`src/rtl/hazard3_bus_arbiter_if.sv`:
```
// ==== hazard3_bus_arbiter_if : core I/D split-phase ports plus the merged AHB-lite master port ==== Rev 1.0
`default_nettype none

interface hazard3_bus_arbiter_if #(
  parameter int W_ADDR = 32,
  parameter int W_DATA = 32
);
  logic              bus_aph_req_i;
  logic              bus_aph_ready_i;
  logic              bus_dph_ready_i;
  logic              bus_dph_err_i;
  logic [W_ADDR-1:0] bus_haddr_i;
  logic [2:0]        bus_hsize_i;
  logic              bus_priv_i;
  logic [W_DATA-1:0] bus_rdata_i;

  logic              bus_aph_req_d;
  logic              bus_aph_ready_d;
  logic              bus_dph_ready_d;
  logic              bus_dph_err_d;
  logic [W_ADDR-1:0] bus_haddr_d;
  logic [2:0]        bus_hsize_d;
  logic              bus_priv_d;
  logic              bus_hwrite_d;
  logic [W_DATA-1:0] bus_wdata_d;
  logic [W_DATA-1:0] bus_rdata_d;

  logic [1:0]        htrans;
  logic [W_ADDR-1:0] haddr;
  logic [2:0]        hsize;
  logic              hwrite;
  logic [3:0]        hprot;
  logic [W_DATA-1:0] hwdata;
  logic              hready;
  logic              hresp;
  logic [W_DATA-1:0] hrdata;

  // Arbiter view: it is the AHB master towards the fabric.
  modport master (
    input  bus_aph_req_i, bus_haddr_i, bus_hsize_i, bus_priv_i,
    output bus_aph_ready_i, bus_dph_ready_i, bus_dph_err_i, bus_rdata_i,
    input  bus_aph_req_d, bus_haddr_d, bus_hsize_d, bus_priv_d, bus_hwrite_d, bus_wdata_d,
    output bus_aph_ready_d, bus_dph_ready_d, bus_dph_err_d, bus_rdata_d,
    output htrans, haddr, hsize, hwrite, hprot, hwdata,
    input  hready, hresp, hrdata
  );

  modport slave (
    output bus_aph_req_i, bus_haddr_i, bus_hsize_i, bus_priv_i,
    input  bus_aph_ready_i, bus_dph_ready_i, bus_dph_err_i, bus_rdata_i,
    output bus_aph_req_d, bus_haddr_d, bus_hsize_d, bus_priv_d, bus_hwrite_d, bus_wdata_d,
    input  bus_aph_ready_d, bus_dph_ready_d, bus_dph_err_d, bus_rdata_d,
    input  htrans, haddr, hsize, hwrite, hprot, hwdata,
    output hready, hresp, hrdata
  );
endinterface

`default_nettype wire

```
`src/rtl/hazard3_bus_arbiter.sv`:
```
// ==== hazard3_bus_arbiter : I/D to single AHB-lite arbiter, data priority with starvation guard ==== Rev 1.0
`default_nettype none

module hazard3_bus_arbiter #(
  parameter int W_ADDR       = 32,
  parameter int W_DATA       = 32,
  parameter int MAX_D_STREAK = 4
) (
  input  wire logic             clk,
  input  wire logic             rst_n,
  hazard3_bus_arbiter_if.master bus
);

  localparam int W_STREAK = (MAX_D_STREAK > 0) ? $clog2(MAX_D_STREAK + 1) : 1;
  localparam logic [W_STREAK-1:0] STREAK_MAX    = W_STREAK'(MAX_D_STREAK);
  localparam logic [1:0]          HTRANS_IDLE   = 2'b00;
  localparam logic [1:0]          HTRANS_NONSEQ = 2'b10;

  typedef enum logic [1:0] {
    OWNER_NONE = 2'd0,
    OWNER_I    = 2'd1,
    OWNER_D    = 2'd2
  } owner_t;

  owner_t                dph_owner_q, dph_owner_d;
  logic                  aph_lock_q, aph_lock_d;
  logic                  lock_sel_q, lock_sel_d;   // 1: D holds the lock, 0: I
  logic [W_STREAK-1:0]   d_streak_q, d_streak_d;

  logic                  grant_i, grant_d;
  logic                  err_cancel, streak_full;
  logic [W_ADDR-1:0]     haddr_sel;
  logic [W_DATA-1:0]     rdata;

  always_ff @(posedge clk or negedge rst_n) begin
    if (!rst_n) begin
      dph_owner_q <= OWNER_NONE;
      aph_lock_q  <= 1'b0;
      lock_sel_q  <= 1'b0;
      d_streak_q  <= '0;
    end else begin
      dph_owner_q <= dph_owner_d;
      aph_lock_q  <= aph_lock_d;
      lock_sel_q  <= lock_sel_d;
      d_streak_q  <= d_streak_d;
    end
  end

  // A stalled address phase keeps its owner; a fresh error stall suppresses new issue.
  always_comb begin
    grant_i     = 1'b0;
    grant_d     = 1'b0;
    err_cancel  = bus.hresp & ~bus.hready & ~aph_lock_q;
    streak_full = (MAX_D_STREAK > 0) && (d_streak_q == STREAK_MAX);
    if (aph_lock_q) begin
      grant_d = lock_sel_q;
      grant_i = ~lock_sel_q;
    end else if (!err_cancel) begin
      if (bus.bus_aph_req_d && !(bus.bus_aph_req_i && streak_full))
        grant_d = 1'b1;
      else if (bus.bus_aph_req_i)
        grant_i = 1'b1;
    end
  end

  always_comb begin
    dph_owner_d = dph_owner_q;
    aph_lock_d  = aph_lock_q;
    lock_sel_d  = lock_sel_q;
    d_streak_d  = d_streak_q;
    if (bus.hready) begin
      aph_lock_d  = 1'b0;
      dph_owner_d = grant_d ? OWNER_D : (grant_i ? OWNER_I : OWNER_NONE);
    end else if (grant_i || grant_d) begin
      aph_lock_d = 1'b1;
      lock_sel_d = grant_d;
    end
    if (!bus.bus_aph_req_i || (grant_i && bus.hready))
      d_streak_d = '0;
    else if (grant_d && bus.hready && (d_streak_q != STREAK_MAX))
      d_streak_d = d_streak_q + 1'b1;
  end

  assign haddr_sel           = grant_d ? bus.bus_haddr_d : bus.bus_haddr_i;
  assign bus.htrans          = (grant_i || grant_d) ? HTRANS_NONSEQ : HTRANS_IDLE;
  assign bus.haddr           = haddr_sel;
  assign bus.hsize           = grant_d ? bus.bus_hsize_d : bus.bus_hsize_i;
  assign bus.hwrite          = grant_d & bus.bus_hwrite_d;
  assign bus.hprot           = {2'b00, (grant_d ? bus.bus_priv_d : bus.bus_priv_i), grant_d};
  assign bus.hwdata          = bus.bus_wdata_d;

  assign bus.bus_aph_ready_i = grant_i & bus.hready;
  assign bus.bus_aph_ready_d = grant_d & bus.hready;

  assign bus.bus_dph_ready_i = bus.hready & (dph_owner_q == OWNER_I);
  assign bus.bus_dph_ready_d = bus.hready & (dph_owner_q == OWNER_D);
  assign bus.bus_dph_err_i   = bus.hready & bus.hresp & (dph_owner_q == OWNER_I);
  assign bus.bus_dph_err_d   = bus.hready & bus.hresp & (dph_owner_q == OWNER_D);

  assign rdata               = bus.hrdata;
  assign bus.bus_rdata_i     = rdata;
  assign bus.bus_rdata_d     = rdata;

endmodule

`default_nettype wire

```
`src/flat_wrapper.sv`:
```
// flat-port wrapper written by rule: the top's interface ports become plain ports
module hazard3_bus_arbiter_flat 
#(
  parameter int W_ADDR       = 32,
  parameter int W_DATA       = 32,
  parameter int MAX_D_STREAK = 4
)
  (clk, rst_n, bus_bus_aph_req_i, bus_bus_haddr_i, bus_bus_hsize_i, bus_bus_priv_i, bus_bus_aph_ready_i, bus_bus_dph_ready_i, bus_bus_dph_err_i, bus_bus_rdata_i, bus_bus_aph_req_d, bus_bus_haddr_d, bus_bus_hsize_d, bus_bus_priv_d, bus_bus_hwrite_d, bus_bus_wdata_d, bus_bus_aph_ready_d, bus_bus_dph_ready_d, bus_bus_dph_err_d, bus_bus_rdata_d, bus_htrans, bus_haddr, bus_hsize, bus_hwrite, bus_hprot, bus_hwdata, bus_hready, bus_hresp, bus_hrdata);
  hazard3_bus_arbiter_if #(.W_ADDR(W_ADDR), .W_DATA(W_DATA)) bus_i ();
  input  wire logic clk;
  input  wire logic rst_n;
  input wire logic [$bits(bus_i.bus_aph_req_i)-1:0] bus_bus_aph_req_i;
  input wire logic [$bits(bus_i.bus_haddr_i)-1:0] bus_bus_haddr_i;
  input wire logic [$bits(bus_i.bus_hsize_i)-1:0] bus_bus_hsize_i;
  input wire logic [$bits(bus_i.bus_priv_i)-1:0] bus_bus_priv_i;
  output wire logic [$bits(bus_i.bus_aph_ready_i)-1:0] bus_bus_aph_ready_i;
  output wire logic [$bits(bus_i.bus_dph_ready_i)-1:0] bus_bus_dph_ready_i;
  output wire logic [$bits(bus_i.bus_dph_err_i)-1:0] bus_bus_dph_err_i;
  output wire logic [$bits(bus_i.bus_rdata_i)-1:0] bus_bus_rdata_i;
  input wire logic [$bits(bus_i.bus_aph_req_d)-1:0] bus_bus_aph_req_d;
  input wire logic [$bits(bus_i.bus_haddr_d)-1:0] bus_bus_haddr_d;
  input wire logic [$bits(bus_i.bus_hsize_d)-1:0] bus_bus_hsize_d;
  input wire logic [$bits(bus_i.bus_priv_d)-1:0] bus_bus_priv_d;
  input wire logic [$bits(bus_i.bus_hwrite_d)-1:0] bus_bus_hwrite_d;
  input wire logic [$bits(bus_i.bus_wdata_d)-1:0] bus_bus_wdata_d;
  output wire logic [$bits(bus_i.bus_aph_ready_d)-1:0] bus_bus_aph_ready_d;
  output wire logic [$bits(bus_i.bus_dph_ready_d)-1:0] bus_bus_dph_ready_d;
  output wire logic [$bits(bus_i.bus_dph_err_d)-1:0] bus_bus_dph_err_d;
  output wire logic [$bits(bus_i.bus_rdata_d)-1:0] bus_bus_rdata_d;
  output wire logic [$bits(bus_i.htrans)-1:0] bus_htrans;
  output wire logic [$bits(bus_i.haddr)-1:0] bus_haddr;
  output wire logic [$bits(bus_i.hsize)-1:0] bus_hsize;
  output wire logic [$bits(bus_i.hwrite)-1:0] bus_hwrite;
  output wire logic [$bits(bus_i.hprot)-1:0] bus_hprot;
  output wire logic [$bits(bus_i.hwdata)-1:0] bus_hwdata;
  input wire logic [$bits(bus_i.hready)-1:0] bus_hready;
  input wire logic [$bits(bus_i.hresp)-1:0] bus_hresp;
  input wire logic [$bits(bus_i.hrdata)-1:0] bus_hrdata;
  assign bus_i.bus_aph_req_i = bus_bus_aph_req_i;
  assign bus_i.bus_haddr_i = bus_bus_haddr_i;
  assign bus_i.bus_hsize_i = bus_bus_hsize_i;
  assign bus_i.bus_priv_i = bus_bus_priv_i;
  assign bus_bus_aph_ready_i = bus_i.bus_aph_ready_i;
  assign bus_bus_dph_ready_i = bus_i.bus_dph_ready_i;
  assign bus_bus_dph_err_i = bus_i.bus_dph_err_i;
  assign bus_bus_rdata_i = bus_i.bus_rdata_i;
  assign bus_i.bus_aph_req_d = bus_bus_aph_req_d;
  assign bus_i.bus_haddr_d = bus_bus_haddr_d;
  assign bus_i.bus_hsize_d = bus_bus_hsize_d;
  assign bus_i.bus_priv_d = bus_bus_priv_d;
  assign bus_i.bus_hwrite_d = bus_bus_hwrite_d;
  assign bus_i.bus_wdata_d = bus_bus_wdata_d;
  assign bus_bus_aph_ready_d = bus_i.bus_aph_ready_d;
  assign bus_bus_dph_ready_d = bus_i.bus_dph_ready_d;
  assign bus_bus_dph_err_d = bus_i.bus_dph_err_d;
  assign bus_bus_rdata_d = bus_i.bus_rdata_d;
  assign bus_htrans = bus_i.htrans;
  assign bus_haddr = bus_i.haddr;
  assign bus_hsize = bus_i.hsize;
  assign bus_hwrite = bus_i.hwrite;
  assign bus_hprot = bus_i.hprot;
  assign bus_hwdata = bus_i.hwdata;
  assign bus_i.hready = bus_hready;
  assign bus_i.hresp = bus_hresp;
  assign bus_i.hrdata = bus_hrdata;
  hazard3_bus_arbiter #(.W_ADDR(W_ADDR), .W_DATA(W_DATA), .MAX_D_STREAK(MAX_D_STREAK)) u_core (.clk(clk), .rst_n(rst_n), .bus(bus_i));
endmodule
```
`config.mk`:
```
export PLATFORM = sky130hd
export DESIGN_NAME = hazard3_bus_arbiter_flat
export DESIGN_NICKNAME = d
export VERILOG_FILES = /design/src/rtl/hazard3_bus_arbiter_if.sv /design/src/rtl/hazard3_bus_arbiter.sv /design/src/flat_wrapper.sv
export SDC_FILE = /design/constraint.sdc
export NUM_CORES = 1
export LEC_CHECK = 0
export ABC_AREA = 1
export CAP_MARGIN = 20
export CORE_AREA = 5 5 109 111
export DETAILED_ROUTE_END_ITERATION = 8
export DIE_AREA = 0 0 114 116
export PLACE_DENSITY_LB_ADDON = 0.3
export SETUP_SLACK_MARGIN = 0.3
export SYNTH_ARGS = -nofsm -noshare
export SYNTH_HDL_FRONTEND = slang
export SYNTH_SLANG_ARGS = --single-unit
```
`constraint.sdc`:
```
create_clock -name clk -period 4.8 [get_ports clk]
set_input_delay 0.96 -clock clk [delete_from_list [all_inputs] [get_ports clk]]
set_output_delay 0.96 -clock clk [all_outputs]
set_load 0.005 [all_outputs]
```
Word-level counts from Yosys, hierarchy flattened
Index checks and enable logic that the tools add are counted.

storage, ports and cells
  word-level logic and storage cells = 51
  register bits after elaboration = 7
  input bits = 143

operators by class
  bitwise gates (word level) = 13
  reductions and logical operators = 12
  add/subtract/negate cells = 1
  muxes and demuxes = 17
  equal/unequal tests = 4

operator list
  cell                   number
  $mux W32               1
  $mux W1                11
  $and A1 B1 Y1          10
  $mux W3                3
  $logic_and A1 B1 Y1    5
  $mux W2                2
  $reduce_bool A2 Y1     2
  $add A3 B1 Y3 const B  1
  $eq A3 B3 Y1 const B   1
  $ne A3 B3 Y1 const B   1
  $not A1 Y1             3
  $eq A2 B1 Y1 const B   1
  $eq A2 B2 Y1 const B   1
  $logic_not A1 Y1       2
  $logic_or A1 B1 Y1     2
  $reduce_and A2 Y1      1

Longest topological paths before layout
  depth after elaboration = 11
  depth in mapped cells = 11
  depth with buffers taken out = 11

Worst setup path after synthesis
No wires, ideal clock.

  path type = input-to-output
  start = input bus_hready
  end = output bus_haddr[0]
  path buffers = 3
  cell stages on the path = 10
  required time = 3.840 ns
  arrival time = 1.776 ns
  slack = 2.064 ns
  cells stage by stage = buf_4 > inv_4 > nand2_2 > nand4_4 > nand2_4 > inv_2 > buf_6 > buf_6 > nand2_1 > nand2_1

on the way
  word-level cells in the longest chain between the ends = 6

RTL lines
  item                        line                       text
  start: declaration          flat_wrapper.sv:36         input wire logic [$bits(bus_i.hready)-1:0] bus_hready;
  $not A1 Y1 (no line)        -
  $and A1 B1 Y1 (2 in a row)  hazard3_bus_arbiter.sv:53  err_cancel = bus.hresp & ~bus.hready & ~aph_lock_q;
  $mux W1                     hazard3_bus_arbiter.sv:58  end else if (!err_cancel) begin
  $mux W1                     hazard3_bus_arbiter.sv:55  if (aph_lock_q) begin
  $mux W32                    hazard3_bus_arbiter.sv:84  assign haddr_sel = grant_d ? bus.bus_haddr_d : bus.bus_haddr_i;
  end: declaration            flat_wrapper.sv:31         output wire logic [$bits(bus_i.haddr)-1:0] bus_haddr;

Every way passes these cells.

Worst setup path in the final report
  start = input bus_hready
  end = output bus_haddr[21]

Same word-level chain as after synthesis.

==> metrics.txt <==
share of post-route cells with drive strength above 1=3.01%; die span in x=114 um; pin slew with the least headroom to its limit=0.661 ns; ANT nets after route=0; post-CTS setup repair buffer count=0; Crit path required time=3.84 ns; achievable clock frequency=244 MHz; setup total negative slack=0 ns; CTS tree=yes; # setup viols final=0; total congestion overflow=0; Crit path buffers/inverters=4; share of the clock period used by the worst path after layout=85.2%; Critical Path Sink Type=primary output; Syn. warnings=0; chain of cells forming the critical path=clkdlybuf4s50_1 -> inv_4 -> nand2_2 -> nand4_4 -> nand2_4 -> inv_2 -> nand2_1 -> nand2_1 -> clkdlybuf4s50_1; r2r startpoint=u_core.d_streak_q[0]; synthesized instance count=278; crit path max fanout=38; post-detailed-route wirelength per cell=12.3 um; number of H-tree levels=1; number of buffers on the longest clock path=2; worst IR drop on VDD=101 uV; synthesis-to-layout area growth=38.4%; start point of the worst min-delay path=u_core.lock_sel_q; area of all placed cells without fillers=2330 um^2; setup slack of the most critical reg-to-reg path=2.86 ns; total core area=10,700 um^2; Avg Vias per Cell=3.59; number of CTS-inserted buffers=3; clock-pin slew reported for the worst setup and hold paths after clock tree synthesis=0.04 ns; port bufs=123; count of pins on the block boundary=287; via count of the first global-routing pass=1,688; initial antenna violation count=0; filler instances=1,205; Iter 0 DRT Violations=21; floorplan row count=38; vias=1,575; height of the die=116 um; Critical R2R Capture=u_core.d_streak_q[2]; power density over the cells=185 nW/um^2; run status=complete, no violations; setup skew after layout=0.000341 ns; final hold slack=0.485 ns; insertion delay of the later-clocked pin in the worst-skew pair=0.22 ns; reg2reg path depth=9; max-slew violation count=0; Place WS=0.665 ns; ant diodes=0; Critical Path Max Stage Delay=0.57 ns; peak-usage layer in the global routing report=met2; type of the worst setup path=in -> out; sequential cell area fraction in the yosys report=10.4%; DRC Markers=0; Root Driver=sky130_fd_sc_hd__clkbuf_8; cts hold-fix bufs=0; total routing usage reported by global routing=7.20%; Max-Cap Viols=0; slowest stage cell on the critical path=sky130_fd_sc_hd__clkdlybuf4s50_1; met2 Track Usage GR=12.8%; first-pass GRT wire length=7.91 mm; GPL Wtd Cong=0.759; number of gates resized after cts=0; Initial Util=15.7%; setup slack of the critical path after layout=0.709 ns; maximum number of pins on one net before global-route repair=42; Slew Limit Headroom=55.8%; Hold Path Stages=2; first-pass iteration count of the detailed router=4; Final Critical Period=4.09 ns; Netlist cell types=21; CP top delay family=buffers and inverters; synthesized flop and latch total=7; element type at the critical path start=primary input; number of hold violations in the final report=0; path class of the lowest-slack min-delay path=reg -> reg; area of the die=13,200 um^2; data arrival time of the critical path=3.13 ns; dpl hpwl=4.40 mm; met3 track utilization from global routing=3.08%; static leakage=1.07 nW; final routed wirelength across all metal layers=5.40 mm; met1 Usage GRT=7.17%; endpoint of the worst hold-timing path=u_core.lock_sel_q; unrepaired setup endpoints after global routing=false; number of nets in the final layout=445; Synth Cell Area=1680 um^2; cell area after placement=2280 um^2; average size of a mapped cell=6.05 um^2; total clock sinks=7
-- cells in the mapped netlist, drive strengths merged --
cell	n	share of area, %
a21oi	2	0.59
buf	109	49
conb	1	0.22
dfrtp	7	10
ha	2	1.5
inv	13	3.0
nand2	124	28
nand3	5	1.5
nand4	4	2.4
nor2	3	0.67
nor3	2	0.59
nor4	2	0.74
o21ai	3	0.89
xnor2	1	0.52
-- metrics by stage --
step,utilization [%],power (mW),std cells
floorplan,-,0.243,280
global placement,21.4,0.358,435
detailed placement,21.4,0.358,435
CTS,21.8,0.442,439
global route,21.8,0.471,439
finish,21.8,0.431,439
-- where the power goes --
group	leakage [nW]	internal (mW)	switching, mW
sequential	0.0923	0.0656	0.00407
clock	0.0228	0.0572	0.0223
combinational	0.958	0.170	0.112
total	1.07	0.292	0.139
-- layout by cell type (no fill, tap or decap), drive strengths merged --
cell	Yosys	final
inv	13	13
a21oi	2	2
clkdlybuf4s50	0	123
o21ai	3	3
ha	2	2
nand4	4	4
dfrtp	7	7
nand2	124	124
nor2	3	3
nor3	2	2
nand3	5	5
nor4	2	2
conb	1	3
clkbuf	0	4
buf	109	1
xnor2	1	1
-- final cells by class --
cell class / count / area, um^2 / share of cell area (%)
Inverter: 13 / 51.3 / 2.20
Tap cell: 140 / 175 / 7.52
Sequential cell: 7 / 175 / 7.52
Clock buffer: 4 / 45.0 / 1.93
Timing Repair Buffer: 124 / 1240 / 53.2
Multi-Input combinational cell: 151 / 644 / 27.7
-- sequential cells by signal, indices dropped and copies added (netlist names) --
signal	count
u_core.aph_lock_q	1
u_core.lock_sel_q	1
u_core.d_streak_q	3
u_core.dph_owner_q	2
-- logic make-up (layout without fill, tap and decap cells) --
kind of cell / after synthesis / in the layout / share of synthesized area [%]
flops: 7 / 7 / 10.4
compound gates: 5 / 5 / 1.49
fa+ha+maj: 2 / 2 / 1.49
simple gates: 140 / 140 / 34.1
xor+xnor: 1 / 1 / 0.521
buf+inv: 122 / 141 / 51.7
other cells: 1 / 3 / 0.223
-- per-layer routing --
metal	vias to the layer above	wire length, um
li1	777	-
met4	0	258
met3	49	664
met5	-	0
met2	89	2710
met1	660	1770
-- how the worst max path moves through the flow --
stage | start | end | slack [ns] | cells after the start
after floorplan | bus_hready | bus_haddr[0] | 2.06 | 10
after global routing | bus_hready | bus_haddr[24] | 0.47 | 9
after CTS | bus_hready | bus_haddr[29] | 0.66 | 9
after detailed placement | bus_hready | bus_haddr[29] | 0.67 | 9
final | bus_hready | bus_haddr[21] | 0.71 | 9
after global placement | bus_hready | bus_haddr[9] | 0.69 | 9
-- tightest hold or removal path: stages (launching register included) --
cell	delay, ns
sky130_fd_sc_hd__dfrtp_1	0.34
sky130_fd_sc_hd__nand2_1	0.05
sky130_fd_sc_hd__o21ai_0	0.06
Power figures use the tool's default switching activity.
